## config.mk

```make
export PLATFORM = sky130hd
export DESIGN_NAME = mem_bus_arbiter
export DESIGN_NICKNAME = d
export VERILOG_FILES = /design/src/rtl/mem_bus_arbiter_pkg.sv /design/src/rtl/mem_bus_arbiter.sv
export SDC_FILE = /design/constraint.sdc
export NUM_CORES = 1
export LEC_CHECK = 0
export ABC_CLOCK_PERIOD_IN_PS = 5500
export BUFFER_PORTS_ARGS = -buffer_cell sky130_fd_sc_hd__buf_2
export CORE_MARGIN = 2
export CORE_UTILIZATION = 47
export DETAILED_ROUTE_END_ITERATION = 8
export GPL_TIMING_DRIVEN = 0
export PLACE_DENSITY = 0.81
export SLEW_MARGIN = 15
export SYNTH_ARGS = -nofsm -noshare
export SYNTH_HDL_FRONTEND = slang
export SYNTH_SLANG_ARGS = --single-unit
```

## constraint.sdc

```tcl
create_clock -name clock -period 5.5 [get_ports clock]
set_input_delay 1.1 -clock clock [delete_from_list [all_inputs] [get_ports clock]]
set_output_delay 1.1 -clock clock [all_outputs]
set_load 0.01 [all_outputs]
```

## src/rtl/mem_bus_arbiter_pkg.sv

```systemverilog
// Shared constants and types for the instruction/data memory bus arbiter.
// Stall bit indices follow the pipeline order {wb,mem,ex,id,if,pc}.
package mem_bus_arbiter_pkg;

  localparam int SEL_WIDTH   = 4;
  localparam int STALL_WIDTH = 6;

  localparam int STALL_PC  = 0;
  localparam int STALL_IF  = 1;
  localparam int STALL_ID  = 2;
  localparam int STALL_EX  = 3;
  localparam int STALL_MEM = 4;
  localparam int STALL_WB  = 5;

  localparam logic [SEL_WIDTH-1:0] SEL_WORD = 4'b1111;

  typedef enum logic [1:0] {
    ST_IDLE      = 2'd0,
    ST_IF_BUSY   = 2'd1,
    ST_DATA_BUSY = 2'd2
  } arb_state_t;

  // Stall every stage from PC up to and including stage index 'top'.
  function automatic logic [STALL_WIDTH-1:0] stall_upto(input int top);
    logic [STALL_WIDTH-1:0] r;
    for (int i = 0; i < STALL_WIDTH; i++) r[i] = (i <= top);
    return r;
  endfunction

endpackage

```

## src/rtl/mem_bus_arbiter.sv

```systemverilog
// Arbitrates one single-ported memory bus between instruction fetch and data
// access, with a request/ack handshake, watchdog abort and pipeline stall output.
//
// state        | meaning
// ST_IDLE      | bus free; grant data first, then fetch
// ST_IF_BUSY   | fetch command on bus, waiting for bus_ack or timeout
// ST_DATA_BUSY | load/store command on bus, waiting for bus_ack or timeout
module mem_bus_arbiter
  import mem_bus_arbiter_pkg::*;
#(
  parameter int ADDR_WIDTH = 32,
  parameter int DATA_WIDTH = 32,
  parameter int WAIT_LIMIT = 16
) (
  input  logic                   clock,
  input  logic                   reset,
  input  logic                   flush,
  input  logic                   if_req,
  input  logic [ADDR_WIDTH-1:0]  if_addr,
  output logic [DATA_WIDTH-1:0]  if_data,
  output logic                   if_ready,
  input  logic                   data_req,
  input  logic                   data_write,
  input  logic [ADDR_WIDTH-1:0]  data_addr,
  input  logic [DATA_WIDTH-1:0]  data_wdata,
  input  logic [SEL_WIDTH-1:0]   data_sel,
  output logic [DATA_WIDTH-1:0]  data_rdata,
  output logic                   data_ready,
  output logic                   bus_req,
  output logic                   bus_write,
  output logic [ADDR_WIDTH-1:0]  bus_addr,
  output logic [DATA_WIDTH-1:0]  bus_wdata,
  output logic [SEL_WIDTH-1:0]   bus_sel,
  input  logic [DATA_WIDTH-1:0]  bus_rdata,
  input  logic                   bus_ack,
  output logic                   bus_error,
  output logic [STALL_WIDTH-1:0] stall
);

  localparam int CNT_W = (WAIT_LIMIT > 2) ? $clog2(WAIT_LIMIT) : 1;
  localparam logic [CNT_W-1:0] CNT_LAST = CNT_W'(WAIT_LIMIT - 1);

  arb_state_t            state, state_nxt;
  logic [CNT_W-1:0]      wait_cnt;
  logic                  flush_pend;
  logic                  data_pending, if_pending, busy, expired, done, drop_fetch;
  logic [DATA_WIDTH-1:0] rd_value;

  // A requester whose ready is pulsing this cycle is not re-granted; this
  // produces the single idle cycle between back-to-back grants.
  always_comb begin
    data_pending = data_req && !data_ready;
    if_pending   = if_req && !if_ready;
    busy         = (state != ST_IDLE);
    expired      = (wait_cnt == CNT_LAST);
    done         = busy && (bus_ack || expired);
    rd_value     = bus_ack ? bus_rdata : '0;
    drop_fetch   = flush || flush_pend;
    state_nxt    = state;
    unique case (state)
      ST_IDLE: begin
        if (data_pending)    state_nxt = ST_DATA_BUSY;
        else if (if_pending) state_nxt = ST_IF_BUSY;
      end
      ST_IF_BUSY, ST_DATA_BUSY: begin
        if (done) state_nxt = ST_IDLE;
      end
      default: state_nxt = ST_IDLE;
    endcase
  end

  always_comb begin
    stall = '0;
    if (data_pending)    stall = stall_upto(STALL_MEM);
    else if (if_pending) stall = stall_upto(STALL_IF);
  end

  always_ff @(posedge clock or posedge reset) begin
    if (reset) state <= ST_IDLE;
    else       state <= state_nxt;
  end

  always_ff @(posedge clock or posedge reset) begin
    if (reset) begin
      bus_req    <= 1'b0;
      bus_write  <= 1'b0;
      bus_addr   <= '0;
      bus_wdata  <= '0;
      bus_sel    <= '0;
      if_data    <= '0;
      data_rdata <= '0;
      if_ready   <= 1'b0;
      data_ready <= 1'b0;
      bus_error  <= 1'b0;
      wait_cnt   <= '0;
      flush_pend <= 1'b0;
    end else begin
      if_ready   <= 1'b0;
      data_ready <= 1'b0;
      unique case (state)
        ST_IDLE: begin
          wait_cnt   <= '0;
          flush_pend <= 1'b0;
          if (data_pending) begin
            bus_req   <= 1'b1;
            bus_write <= data_write;
            bus_addr  <= data_addr;
            bus_wdata <= data_wdata;
            bus_sel   <= data_sel;
          end else if (if_pending) begin
            bus_req   <= 1'b1;
            bus_write <= 1'b0;
            bus_addr  <= if_addr;
            bus_sel   <= SEL_WORD;
          end
        end
        ST_IF_BUSY, ST_DATA_BUSY: begin
          if (done) begin
            bus_req    <= 1'b0;
            bus_write  <= 1'b0;
            wait_cnt   <= '0;
            flush_pend <= 1'b0;
            if (!bus_ack) bus_error <= 1'b1;
            // A flushed fetch still finishes on the bus but its result is dropped.
            if (state == ST_IF_BUSY) begin
              if (!drop_fetch) begin
                if_ready <= 1'b1;
                if_data  <= rd_value;
              end
            end else begin
              data_ready <= 1'b1;
              data_rdata <= rd_value;
            end
          end else begin
            wait_cnt <= wait_cnt + 1'b1;
            if (state == ST_IF_BUSY && flush) flush_pend <= 1'b1;
          end
        end
        default: begin
          bus_req <= 1'b0;
        end
      endcase
    end
  end

endmodule
```

==> impl_metrics.env <==
export IMPL_rsz0062_at_grt="no"
export IMPL_min_delay_path_depth=2
export IMPL_syn_area_um2=6220
export IMPL_finalSetupViolCount=0
export IMPL_clockRootBuffer="clkbuf_16"
export IMPL_fin_ws_ns=2.14
export IMPL_syn_to_final_growth_pct=35.1
export IMPL_dp_hpwl_um=11100
export IMPL_yosys_warnings=0
export IMPL_grt_start_max_net_pins=74
export IMPL_grt_pass1_wl_um=23900
export IMPL_avgSynthCellArea_um2=13.7
export IMPL_fin_skew_ns=0.00843
export IMPL_clock_fmax_mhz=298
export IMPL_p_leak_uw=0.00445
export IMPL_ir_worst_vdd_v=0.000327
export IMPL_first_pass_iters=4
export IMPL_clockBufferDepth=2
export IMPL_final_hold_violation_count=0
export IMPL_critical_path_startpoint_type="input pin"
export IMPL_cts_setup_buffers=0
export IMPL_grt_use_total=0.215
export IMPL_nets=898
export IMPL_io_pins=282
export IMPL_worst_path_most_repeated_cell="buf_2"
export IMPL_layout_commonest_cell="buf_2"
export IMPL_crit_path_top_delay_cell="buf_2"
export IMPL_status="complete, no violations"
export IMPL_place_gp_congestion=0.782
export IMPL_grt_pass1_vias=4943
export IMPL_crit_family="buffers and inverters"
export IMPL_cts_tree="done"
export IMPL_ys_types=39
export IMPL_avgRoutedWirePerCell_um=15.9
export IMPL_rows=42
export IMPL_fp_dieArea_um2=14200
export IMPL_drtAntennaViolNets=0
export IMPL_hold_class="reg -> reg"
export IMPL_max_cap_violations=0
export IMPL_synth_edf_count=0
export IMPL_core_area_um2=13100
export IMPL_crit_chain="buf_2 > nor2b_1 > buf_4 > buf_2 > buf_4 > buf_2"
export IMPL_wl_um=15000
export IMPL_dieHeight_um=119
export IMPL_timing_final_crit_share=0.610
export IMPL_final_cell_mix="buf_2, dfrtp_1, nand2_1, mux2_2, o21ai_0"
export IMPL_cts_hold_buf=0
export IMPL_rr_worst_depth=6
export IMPL_gr_total_overflow=0
export IMPL_num_antenna_cells=0
export IMPL_end_kind="output pin"
export IMPL_finalCriticalPeriod_ns=3.36
export IMPL_place_ws_ns=2.09
export IMPL_crit_arrival_ns=2.26
export IMPL_max_stage_delay_ns=0.34
export IMPL_remaining_drc_errors=0
export IMPL_drive_gt1_frac=0.525
export IMPL_clock_latency_ns=0.41
export IMPL_ys_flop_type="dfrtp_1"
export IMPL_relSlewSlack=0.659
export IMPL_crit_buf_inv=5
export IMPL_yosysSeqAreaShare=0.579
export IMPL_async_flop_share=1.00
export IMPL_drtIter0Drc=188
export IMPL_io_buffers=280
export IMPL_synthCells=455
export IMPL_worst_pin_slew_ns=0.511
export IMPL_power_per_cell_area_nw_per_um2=539
export IMPL_critPathKind="in -> out"
export IMPL_antenna_found_initial=0
export IMPL_cts_sinks=144
export IMPL_path_depth=6
export IMPL_syn_num_nets=598
export IMPL_cp_required_ns=4.40
export IMPL_clk_pin_slew_worst_paths_ns=0.06
export IMPL_htreeDepth=4
export IMPL_crit_path_max_fanout=12
export IMPL_start_util=0.476
export IMPL_via_count=4653
export IMPL_ys_ff_latch=144
export IMPL_cts_resized=0
export IMPL_drv_slew=0
export IMPL_avgViaCountPerCell=4.93
export IMPL_die_w_um=119
export IMPL_finalPower_uw=4530
export IMPL_cts_buffers=17
layer usage:
layer	vias to the layer above	share of wire	global-route usage
met2	184	0.51	0.374
met5	-	0	0
met3	22	0.062	0.0551
met4	0	0.016	0.0759
met1	2274	0.41	0.259
li1	2173	-	-
area by class of cell:
class,count,area [um2]
clock buffers,25,465
inverters,4,22.5
plain buffers,30,221
fillers,1007,4680
well taps,176,220
flip-flops and latches,144,3600
repair buffers,281,1430
multi-input cells,277,2380
clock inverters,6,60.1
kinds of logic (layout without fill, tap and decap cells):
kind of cell / Yosys count / in the layout / share of synthesized area
buf+inv: 34 / 346 / 0.0380
other cells: 1 / 1 / 0.000603
flops: 144 / 144 / 0.579
fa+ha+maj: 4 / 4 / 0.00804
simple gates: 89 / 89 / 0.0780
compound gates: 55 / 55 / 0.0537
mux: 128 / 128 / 0.243
worst min-delay path: stages, from the launching register on:
cell     delay [ns]
dfrtp_1        0.33
nand2_1        0.05
o21ai_0        0.06
state kept, by name, summed over array words and instances, names as in the netlist:
| signal | cells |
|---|---|
| state | 2 |
| if_data | 32 |
| bus_wdata | 32 |
| data_rdata | 32 |
| bus_write | 1 |
| wait_cnt | 4 |
| bus_req | 1 |
| bus_addr | 32 |
| flush_pend | 1 |
| if_ready | 1 |
| data_ready | 1 |
| bus_sel | 4 |
| bus_error | 1 |
cells in the mapped netlist (2+ instances only):
master | instances | area share
a21o_1 | 3 | 0.0036
a21oi_1 | 4 | 0.0032
and2_1 | 32 | 0.032
buf_12 | 3 | 0.0097
buf_2 | 12 | 0.0097
buf_4 | 6 | 0.0072
buf_6 | 3 | 0.0054
clkbuf_1 | 6 | 0.0036
dfrtp_1 | 144 | 0.58
ha_1 | 4 | 0.0080
inv_1 | 4 | 0.0024
mux2_1 | 30 | 0.054
mux2_2 | 37 | 0.067
mux2_4 | 29 | 0.070
mux2i_1 | 32 | 0.051
nand2_1 | 37 | 0.022
nor2_1 | 5 | 0.0030
nor2b_1 | 4 | 0.0040
nor3_1 | 2 | 0.0016
nor3b_1 | 2 | 0.0024
o21ai_0 | 35 | 0.028
o22a_1 | 4 | 0.0056
path summary, 6_finish.rpt:
check                            startpoint       endpoint  slack [ns]
worst min-delay path            bus_addr[7]    bus_addr[7]        0.48
max in group asynchronous             reset    wait_cnt[0]        4.04
worst min register to register  bus_addr[7]    bus_addr[7]        0.48
worst max-delay path               data_req       stall[3]        2.14
worst max register to register     state[1]     if_data[4]        3.54
min in group asynchronous             reset  bus_wdata[25]        0.73
where the power goes:
part / switching (uW) / total (uW) / internal, uW
logic: 875 / 1720 / 849
clock network: 410 / 1040 / 629
registers: 249 / 1770 / 1520
total: 1530 / 4530 / 3000
through the flow:
step           hold WS, ns  setup TNS (ns)  instance area (um2)  utilization  instances
6_report             0.476               0                 8410        0.642        943
5_1_grt              0.496               0                 8410        0.642        943
4_1_cts              0.482               0                 8410        0.642        943
3_5_place_dp         0.466               0                 7880        0.602        912
3_3_place_gp         0.458         -117.55                 7850        0.600        911
2_1_floorplan        0.475               0                 6220            -        455
(Power assumes the default switching activity.)
